===== src/rtl/gen_window_sequencer_pkg.sv =====
// rtl/gen_window_sequencer_pkg.sv - shared constants for the window sequencer
// Purpose: FSM state encodings and word-size constants used by the
//          window sequencer top and its position counter.
// Ports:   none (package)
package gen_window_sequencer_pkg;

  localparam logic [1:0] ST_IDLE  = 2'd0;
  localparam logic [1:0] ST_CHECK = 2'd1;
  localparam logic [1:0] ST_RUN   = 2'd2;
  localparam logic [1:0] ST_DONE  = 2'd3;

  localparam int WORD_BYTES = 4;
  localparam int WORD_SHIFT = 2;

endpackage


===== src/rtl/gen_window_sequencer_window_pos_counter.sv =====
// rtl/gen_window_sequencer_window_pos_counter.sv - 2-D raster row/col counter
// Purpose: steps a window origin column-first across a row, then to the next row.
// Ports:   clk_i, rst_i        clock, synchronous active-high reset
//          clear_i             return to (0,0)
//          advance_i           step to the next raster position
//          col_lim_i/row_lim_i last valid column/row index
//          row_o, col_o        current position
//          last_col_o          column is at its limit
//          last_pos_o          both row and column at their limits
module window_pos_counter #(
  parameter int DIM_W = 10
) (
  input  logic             clk_i,
  input  logic             rst_i,
  input  logic             clear_i,
  input  logic             advance_i,
  input  logic [DIM_W-1:0] col_lim_i,
  input  logic [DIM_W-1:0] row_lim_i,
  output logic [DIM_W-1:0] row_o,
  output logic [DIM_W-1:0] col_o,
  output logic             last_col_o,
  output logic             last_pos_o
);

  logic [DIM_W-1:0] row_q, row_d;
  logic [DIM_W-1:0] col_q, col_d;
  logic             last_row;

  // >= rather than == so a counter can never run past a limit
  assign last_col_o = (col_q >= col_lim_i);
  assign last_row   = (row_q >= row_lim_i);
  assign last_pos_o = last_col_o & last_row;
  assign row_o      = row_q;
  assign col_o      = col_q;

  always_comb begin
    row_d = row_q;
    col_d = col_q;
    if (clear_i) begin
      row_d = '0;
      col_d = '0;
    end else if (advance_i) begin
      if (!last_col_o) begin
        col_d = col_q + 1'b1;
      end else if (!last_row) begin
        row_d = row_q + 1'b1;
        col_d = '0;
      end
    end
  end

  always_ff @(posedge clk_i) begin
    if (rst_i) begin
      row_q <= '0;
      col_q <= '0;
    end else begin
      row_q <= row_d;
      col_q <= col_d;
    end
  end

endmodule


===== src/rtl/gen_window_sequencer.sv =====
// rtl/gen_window_sequencer.sv - raster window origin sequencer for block-match search
// Purpose: steps a WinW x WinH window origin over a FrameW x FrameH frame and
//          emits one byte offset per position over a valid/ready handshake.
// Ports:   Clk, Rst                  clock, synchronous active-high reset
//          Start                     begin a search (accepted only in IDLE)
//          BaseAddr, FrameW, FrameH,
//          WinW, WinH                search configuration, latched on Start
//          Offset, Row, Col          current position and its byte offset
//          OffValid, OffReady        output handshake
//          Busy                      search in progress (CHECK/RUN)
//          Done                      one-cycle end-of-search pulse
//          CfgErr                    sticky bad-configuration flag
module gen_window_sequencer
  import gen_window_sequencer_pkg::*;
#(
  parameter int DIM_W  = 10,
  parameter int ADDR_W = 32
) (
  input  logic              Clk,
  input  logic              Rst,
  input  logic              Start,
  input  logic [ADDR_W-1:0] BaseAddr,
  input  logic [DIM_W-1:0]  FrameW,
  input  logic [DIM_W-1:0]  FrameH,
  input  logic [DIM_W-1:0]  WinW,
  input  logic [DIM_W-1:0]  WinH,
  output logic [ADDR_W-1:0] Offset,
  output logic [DIM_W-1:0]  Row,
  output logic [DIM_W-1:0]  Col,
  output logic              OffValid,
  input  logic              OffReady,
  output logic              Busy,
  output logic              Done,
  output logic              CfgErr
);

  logic [1:0]        state_q, state_d;
  logic [ADDR_W-1:0] base_q, base_d;
  logic [DIM_W-1:0]  fw_q, fw_d;
  logic [DIM_W-1:0]  fh_q, fh_d;
  logic [DIM_W-1:0]  ww_q, ww_d;
  logic [DIM_W-1:0]  wh_q, wh_d;
  logic [ADDR_W-1:0] row_stride_q, row_stride_d;
  logic [ADDR_W-1:0] row_base_q, row_base_d;
  logic [ADDR_W-1:0] offset_q, offset_d;
  logic              cfg_err_q, cfg_err_d;

  logic              cfg_bad;
  logic              xfer;
  logic              last_col;
  logic              last_pos;
  logic [DIM_W-1:0]  col_lim;
  logic [DIM_W-1:0]  row_lim;
  logic [ADDR_W-1:0] next_row_base;

  assign cfg_bad = (fw_q == '0) || (fh_q == '0) || (ww_q == '0) || (wh_q == '0) ||
                   (ww_q > fw_q) || (wh_q > fh_q);

  // Only meaningful once CHECK has proven the window fits inside the frame
  assign col_lim = fw_q - ww_q;
  assign row_lim = fh_q - wh_q;

  assign xfer          = (state_q == ST_RUN) && OffReady;
  assign next_row_base = row_base_q + row_stride_q;

  window_pos_counter #(
    .DIM_W(DIM_W)
  ) u_pos (
    .clk_i     (Clk),
    .rst_i     (Rst),
    .clear_i   (state_q == ST_CHECK),
    .advance_i (xfer),
    .col_lim_i (col_lim),
    .row_lim_i (row_lim),
    .row_o     (Row),
    .col_o     (Col),
    .last_col_o(last_col),
    .last_pos_o(last_pos)
  );

  always_comb begin
    state_d      = state_q;
    base_d       = base_q;
    fw_d         = fw_q;
    fh_d         = fh_q;
    ww_d         = ww_q;
    wh_d         = wh_q;
    row_stride_d = row_stride_q;
    row_base_d   = row_base_q;
    offset_d     = offset_q;
    cfg_err_d    = cfg_err_q;

    case (state_q)
      ST_IDLE: begin
        if (Start) begin
          base_d    = BaseAddr;
          fw_d      = FrameW;
          fh_d      = FrameH;
          ww_d      = WinW;
          wh_d      = WinH;
          cfg_err_d = 1'b0;
          state_d   = ST_CHECK;
        end
      end
      ST_CHECK: begin
        // Stride is a shift of the frame width; every later address is an add
        row_stride_d = {{(ADDR_W-DIM_W){1'b0}}, fw_q} << WORD_SHIFT;
        row_base_d   = base_q;
        offset_d     = base_q;
        if (cfg_bad) begin
          cfg_err_d = 1'b1;
          state_d   = ST_DONE;
        end else begin
          state_d = ST_RUN;
        end
      end
      ST_RUN: begin
        if (xfer) begin
          if (!last_col) begin
            offset_d = offset_q + ADDR_W'(WORD_BYTES);
          end else if (!last_pos) begin
            row_base_d = next_row_base;
            offset_d   = next_row_base;
          end else begin
            state_d = ST_DONE;
          end
        end
      end
      default: begin
        state_d = ST_IDLE;
      end
    endcase
  end

  always_ff @(posedge Clk) begin
    if (Rst) begin
      state_q      <= ST_IDLE;
      base_q       <= '0;
      fw_q         <= '0;
      fh_q         <= '0;
      ww_q         <= '0;
      wh_q         <= '0;
      row_stride_q <= '0;
      row_base_q   <= '0;
      offset_q     <= '0;
      cfg_err_q    <= 1'b0;
    end else begin
      state_q      <= state_d;
      base_q       <= base_d;
      fw_q         <= fw_d;
      fh_q         <= fh_d;
      ww_q         <= ww_d;
      wh_q         <= wh_d;
      row_stride_q <= row_stride_d;
      row_base_q   <= row_base_d;
      offset_q     <= offset_d;
      cfg_err_q    <= cfg_err_d;
    end
  end

  assign Offset   = offset_q;
  assign OffValid = (state_q == ST_RUN);
  assign Busy     = (state_q == ST_CHECK) || (state_q == ST_RUN);
  assign Done     = (state_q == ST_DONE);
  assign CfgErr   = cfg_err_q;

endmodule

===== config.mk =====
export PLATFORM = sky130hd
export DESIGN_NAME = gen_window_sequencer
export DESIGN_NICKNAME = d
export VERILOG_FILES = /design/src/rtl/gen_window_sequencer_pkg.sv /design/src/rtl/gen_window_sequencer_window_pos_counter.sv /design/src/rtl/gen_window_sequencer.sv
export SDC_FILE = /design/constraint.sdc
export NUM_CORES = 1
export LEC_CHECK = 0
export BUFFER_PORTS_ARGS = -buffer_cell sky130_fd_sc_hd__buf_2
export CORE_UTILIZATION = 40
export DETAILED_ROUTE_END_ITERATION = 10
export GPL_TIMING_DRIVEN = 0
export HOLD_SLACK_MARGIN = 0.03
export SYNTH_ARGS = -nofsm -noshare
export SYNTH_HDL_FRONTEND = slang
export SYNTH_SLANG_ARGS = --single-unit

===== constraint.sdc =====
create_clock -name Clk -period 3.9 [get_ports Clk]
set_clock_uncertainty 0.05 [all_clocks]
set_input_delay 0.195 -clock Clk [delete_from_list [all_inputs] [get_ports Clk]]
set_output_delay 0.195 -clock Clk [all_outputs]
set_load 0.03 [all_outputs]

==> flow_metrics.tcl, run 1 <==
set metrics [dict create \
    outcome "finished, violations left" \
    violations "DRC" \
    hold_path_end "state_q[0]" \
    power.leakage_uw 0.00522 \
    avgViaCountPerCell 5.70 \
    dr.pass1.iters 8 \
    start_util_pct 40.6 \
    r2r_slack_ps 160 \
    grt_max_degree 17 \
    yosysWarnings 0 \
    critPathKind "flip-flop to flip-flop" \
    gp_congestion 0.966 \
    clkTransAtPathRegs_ps 70 \
    fin_cells 1887 \
    vdd_drop_max_v 0.000321 \
    fp-row-count 58 \
    cts_max_level 4 \
    path_max_fanout 10 \
    syn_area_sq_um 10200 \
    core_area_sq_um 25100 \
    clock_latency_ps 440 \
    synth_cell_types 82 \
    synth_seq_cells 169 \
    drc 2 \
    die-width_um 162 \
    area_delta_synth_final_pct 28.1 \
    cts_sinks 169 \
    worstHoldStart "Start" \
    r2r_end "Offset[23]" \
    grt_pass1_wl_um 56500 \
    mostFrequentLayoutCells "nand2_1 (224), dfxtp_1 (162), a21oi_1 (145)" \
    cts-buffers-inserted 17 \
    mostFrequentLayoutCell "nand2_1" \
    setup-violations-final 0 \
    hold_slack_ps 222 \
    die_height_um 162 \
    synth_edf_count 0 \
    hold_viol 0 \
    drive_above_1_share_pct 17.7 \
    multi_input_area_sq_um 6550 \
    power_density_nw_per_um2 642 \
    syn_area_per_cell_sq_um 7.77 \
    start_kind "flip-flop" \
    post-route-period-util_pct 96.0 \
    routed-via-count 10753 \
    setup_tns_ps 0 \
    worstPathRequired_ps 4190 \
    worstMarginPinSlew_ps 960 \
    slew_headroom_pct 36.0 \
    ys_seq_area_share_pct 33.2 \
    grt_overflow 0 \
    layout.area.seq_sq_um 3390 \
    syn-num-nets 1448 \
    regToRegStartpoint "fh_q[0]" \
    ant_nets 0 \
    synthArstFlopShare_pct 0 \
    place_area_sq_um 11300 \
    wl_um 37500 \
    nets 1679 \
    syn_inst 1312 \
    grt_pass1_vias 9904 \
    r2r_cells 19 \
    cp-end-kind "flip-flop" \
    worstHoldPathCells 4 \
    drtIter0Drc 1013 \
    place_inst 1773 \
    cap_violations 0 \
    wire_per_inst_um 19.9 \
    dp_hpwl_um 27000 \
    cts_buffer_depth 2 \
    cts_tree "built" \
    design_area_sq_um 13100 \
    antenna_found_initial 1 \
    cts-root-buf "clkbuf_16" \
    ios 132 \
    arrival_ps 4040 \
    rsz0062_at_grt "yes" \
    drv_slew 0 \
    period_needed_ps 3740 \
    grt_usage_pct 28.5 \
    fillers 2477 \
    dieArea_sq_um 26100 \
    portBuffers 131 \
    hold_path_class "input pin to flip-flop" \
    synth-main-ff-cell "dfxtp_1" \
    clock.fmax_ghz 0.267 \
]
[logic make-up (layout without fill, tap and decap cells)]
| family | after synthesis | in the layout | share of synthesized area [%] |
|---|---|---|---|
| simple gates | 492 | 492 | 22.6 |
| fa+ha+maj | 60 | 60 | 7.59 |
| flops | 169 | 169 | 33.2 |
| buf+inv | 133 | 377 | 5.24 |
| xor+xnor | 72 | 72 | 6.19 |
| mux | 17 | 17 | 1.69 |
| compound gates | 369 | 369 | 23.5 |
| other cells | 0 | 1 | 0 |
[report_power, final]
group          switching, uW  total [uW]  internal (uW)
logic                   2590        4160           1570
registers                398        2480           2090
clock network            818        1740            918
[cell usage after synthesis, types with 6 or more instances]
| cell type | number | area share, % |
|---|---|---|
| clkbuf_1 | 48 | 1.8 |
| a211oi_1 | 19 | 1.4 |
| nor4_1 | 16 | 0.98 |
| nor3b_1 | 8 | 0.59 |
| a211oi_2 | 9 | 1.1 |
| nor2b_1 | 17 | 1.0 |
| ha_1 | 57 | 7.0 |
| nand4_1 | 14 | 0.86 |
| o211ai_1 | 15 | 1.1 |
| a22oi_1 | 6 | 0.44 |
| nand2_1 | 226 | 8.3 |
| mux2i_1 | 15 | 1.5 |
| a21o_1 | 13 | 0.96 |
| nor2_1 | 96 | 3.5 |
| xnor2_1 | 34 | 2.9 |
| o32ai_1 | 6 | 0.52 |
| o21ai_0 | 58 | 2.8 |
| and4_1 | 7 | 0.60 |
| nor3_1 | 18 | 0.88 |
| a21oi_1 | 152 | 7.5 |
| and2_1 | 6 | 0.37 |
| nand2b_1 | 10 | 0.61 |
| dfxtp_1 | 169 | 33 |
| and3_1 | 12 | 0.74 |
| nand3_1 | 38 | 1.9 |
| buf_2 | 19 | 0.93 |
| a31oi_1 | 19 | 1.2 |
| xor2_1 | 38 | 3.3 |
| inv_1 | 59 | 2.2 |
[worst max-delay path, cell delays in order, from the launching register on]
cell      delay (ps)
dfxtp_1          330
inv_1             60
ha_1             160
inv_1             60
fa_2             360
a21oi_2          200
o21ai_2          100
nor3_2           160
o21bai_2         110
a21oi_2          140
xor2_1           180
ha_2             220
a21oi_4           90
and2_4           170
a31oi_4          220
and2_4           280
a31o_4           220
buf_8            160
a31oi_1           50
a221oi_1         300
[metal layers]
layer  GRT usage, %  up-vias  part of all wire, %
met5              0        -                    0
li1               -     5129                    -
met4           8.70        0                  2.4
met3           4.29       63                  7.7
met1           39.8     5111                   46
met2           45.0      450                   44
[final cells by class]
| class | count | share of cell area [%] |
|---|---|---|
| buffer | 72 | 3.17 |
| tap | 330 | 3.16 |
| clock buffer | 19 | 3.39 |
| sequential | 169 | 26.0 |
| clock inverter | 13 | 1.03 |
| antenna | 1 | 0.0192 |
| inverter | 59 | 1.70 |
| multi-input combinational | 1010 | 50.2 |
| timing repair buffer | 214 | 11.4 |
[what timing repair did]
item                                    CTS  global route
gates resized for setup                  49            76
endpoints found under the setup margin   77            84
pin swaps                                 4            26
endpoints found under the hold margin    72             0
setup buffers                             2             8
gates cloned                              0             1
hold buffers                             72             0
[sequential cells by signal (all words and copies together) (netlist names)]
| register | count |
|---|---|
| ww_q | 10 |
| base_q | 32 |
| CfgErr | 1 |
| state_q | 2 |
| u_pos.col_o | 10 |
| row_stride_q | 10 |
| fh_q | 10 |
| wh_q | 10 |
| fw_q | 10 |
| row_base_q | 32 |
| Offset | 32 |
| u_pos.row_o | 10 |
[stage by stage]
stage	worst slack (ps)	total power, uW	utilization, %
floorplan	238	4950	-
global placement	-455	6060	44.8
detailed placement	-452	6090	44.8
CTS	14.0	8010	50.6
global route	-77.6	8850	52.0
finish	157	8380	52.0
[worst max path at each step]
stage | from | to | slack (ps)
after floorplan | fh_q[0] | Offset[31] | 240
after global placement | ww_q[1] | Offset[30] | -460
after detailed placement | ww_q[1] | Offset[14] | -450
after CTS | fh_q[0] | Offset[9] | 10
after global routing | fh_q[0] | Offset[23] | -80
final | fh_q[0] | Offset[23] | 160
Power figures use the tool's default switching activity.
==> run 2: changes to the inputs <==
Settings changed: ABC_AREA from default to 1.
==> flow_metrics.tcl, run 2 <==
set metrics [dict create \
    avgViaCountPerCell 5.08 \
    grt_pass1_wl_um 63500 \
    drtIter0Drc 1075 \
    power_density_nw_per_um2 686 \
    dr.pass1.iters 5 \
    die_height_um 169 \
    cts_max_level 4 \
    power.leakage_uw 0.00643 \
    path_max_fanout 10 \
    syn-num-nets 1964 \
    ys_top_cells_by_area "dfxtp_1 (30%), nand2_1 (16%), nor2_1 (11%), inv_1 (6.8%), ha_1 (6.4%)" \
    wire_per_inst_um 17.1 \
    hold_viol 0 \
    syn_area_per_cell_sq_um 6.13 \
    gp_congestion 0.970 \
    clkTransAtPathRegs_ps 90 \
    die-width_um 169 \
    hold_path_class "input pin to flip-flop" \
    slew_headroom_pct 37.3 \
    portBuffers 131 \
    ys_seq_area_share_pct 30.2 \
    setup_tns_ps 0 \
    clock.fmax_ghz 0.282 \
    drv_slew 0 \
    power_frac_comb_pct 51.6 \
    cts-root-buf "clkbuf_16" \
    rsz0062_at_grt "no" \
    insertedDiodeCount 0 \
    ant_nets 0 \
    core_area_sq_um 27300 \
    regToRegStartpoint "ww_q[0]" \
    cap_violations 0 \
    synth_edf_count 0 \
    arrival_ps 3850 \
    yosysWarnings 0 \
    critPathKind "flip-flop to flip-flop" \
    antenna_found_initial 1 \
    outcome "finished, final reports clean" \
    worstHoldStart "WinH[0]" \
    grt_pass1_vias 11381 \
    fp-row-count 60 \
    r2r_end "Offset[3]" \
    seqPwrFrac_pct 28.8 \
    worstHoldPathCells 3 \
    totalPowerFinal_uw 9360 \
    dieArea_sq_um 28700 \
    synth_seq_cells 169 \
    dp_hpwl_um 33000 \
    cts_buffer_depth 2 \
    start_kind "flip-flop" \
    synth-main-ff-cell "dfxtp_1" \
    cts_sinks 169 \
    drive_above_1_share_pct 11.2 \
    drc 0 \
    intPower_uw 4750 \
    fillers 2888 \
    start_util_pct 41.2 \
    mostFrequentLayoutCell "nand2_1" \
    syn_inst 1828 \
    grt_max_degree 22 \
    grt_usage_pct 29.2 \
    wl_um 41600 \
    synthArstFlopShare_pct 0 \
    cp-end-kind "flip-flop" \
    mostFrequentLayoutCells "nand2_1 (489), nor2_1 (331), inv_1 (204)" \
    postCtsSetupBuffers 0 \
    r2r_slack_ps 350 \
    setup-violations-final 0 \
    yosys.area.top_type "dfxtp_1" \
    yosysMostFrequentCell "nand2_1" \
    clkPwrFrac_pct 19.7 \
    netlist.area_leader.share_pct 30.2 \
    ios 132 \
    cts-buffers-inserted 17 \
    worstPathRequired_ps 4200 \
    r2r_cells 16 \
    clock_latency_ps 450 \
    yosys-top-cells-count "nand2_1 (489), nor2_1 (332), inv_1 (204)" \
    switchingPower_uw 4620 \
    cts_tree "built" \
    area_delta_synth_final_pct 21.7 \
    syn_area_sq_um 11200 \
    synth_cell_types 46 \
    grt_overflow 0 \
    nets 2180 \
    post-route-period-util_pct 91.1 \
    worstMarginPinSlew_ps 938 \
    routed-via-count 12345 \
    hold_path_end "wh_q[0]" \
    vdd_drop_max_v 0.000340 \
    sw_frac_of_total_pct 49.3 \
    period_needed_ps 3550 \
]
## run 2: changes by cell type after synthesis, sizes merged, moves of 18 or more
| cell | change |
|---|---|
| a31oi | -18 |
| o21ai | +74 |
| nand3 | +86 |
| inv | +155 |
| nand2 | +267 |
| a21oi | -38 |
| nor2 | +247 |
| a211oi | -28 |
| xnor2 | -25 |
## run 2: stage by stage
step           std cells  util, %  hold slack, ps  setup slack (ps)  cell area [sq um]
3_5_place_dp        2331     45.3             399               278              12300
3_3_place_gp        2331     45.3             392               232              12300
4_1_cts             2429     50.0            30.3               274              13600
6_report            2429     50.1            38.9               349              13600
5_1_grt             2429     50.1            52.2              13.4              13600
2_1_floorplan       1828        -             214               957              11200
## run 2: metal layers
layer	vias to the layer above	global-route usage, %	part of all wire [%]
li1	6216	-	-
met1	5650	39.7	46
met2	414	48.0	45
met3	63	3.45	5.9
met4	2	9.09	2.4
met5	-	0	0.031
## run 2: how the worst max path moves through the flow
| stage | from | endpoint | slack (ps) | cells after the start |
|---|---|---|---|---|
| final | ww_q[0] | Offset[3] | 350 | 16 |
| after global routing | wh_q[2] | Offset[0] | 10 | 22 |
| after CTS | ww_q[0] | Offset[3] | 270 | 16 |
| after detailed placement | ww_q[0] | Offset[3] | 280 | 16 |
| after global placement | wh_q[2] | Offset[0] | 230 | 22 |
| after floorplan | fw_q[0] | u_pos.col_o[4] | 960 | 18 |
## run 2: power by group through the flow
stage	Combinational, uW	Sequential (uW)	Clock, uW
floorplan	3260	2750	0
global placement	4650	2710	0
detailed placement	4710	2710	0
CTS	4790	2680	1850
global route	5390	2740	1920
finish	4830	2690	1840
## run 2: timing repair
action | CTS | global route
endpoints found under the setup margin | 0 | 2
hold buffers | 66 | 0
endpoints found under the hold margin | 66 | 0
gates resized for setup | 0 | 3
## run 2: area by class of cell
cell class                 instances  area, sq um  area share [%]
buffer                            64          335            2.46
sequential                       169         3380            24.8
clock buffer                      17          425            3.12
inverter                         215          810            5.93
tap                              372          465            3.41
multi-input combinational       1380         6700            49.1
timing repair buffer             197         1320            9.64
clock inverter                    15          213            1.56
## run 2: cells by family (layout without fill, tap and decap cells)
kind of cell,after synthesis,count (layout),share of synthesized area (%)
adder cells (fa/ha/maj),60,60,6.89
XOR/XNOR,38,38,2.97
flip-flops,169,169,30.2
AO/OA/AOI/OAI,271,271,12.7
AND/OR/NAND/NOR,1011,1011,37.1
buffers and inverters,279,508,10.2
## run 2: critical path, stage by stage, from the launching register on
cell and delay [ps]:
dfxtp_1 460, ha_1 200, inv_1 60, fa_1 440, a21oi_1 240, o211a_1 200, xor2_1 160, ha_1 250
nand2_2 90, inv_2 50, a21oi_4 170, nand3_1 130, nor2_4 230, clkbuf_4 320, o21ai_0 110, a21oi_1 220
nor2_1 60
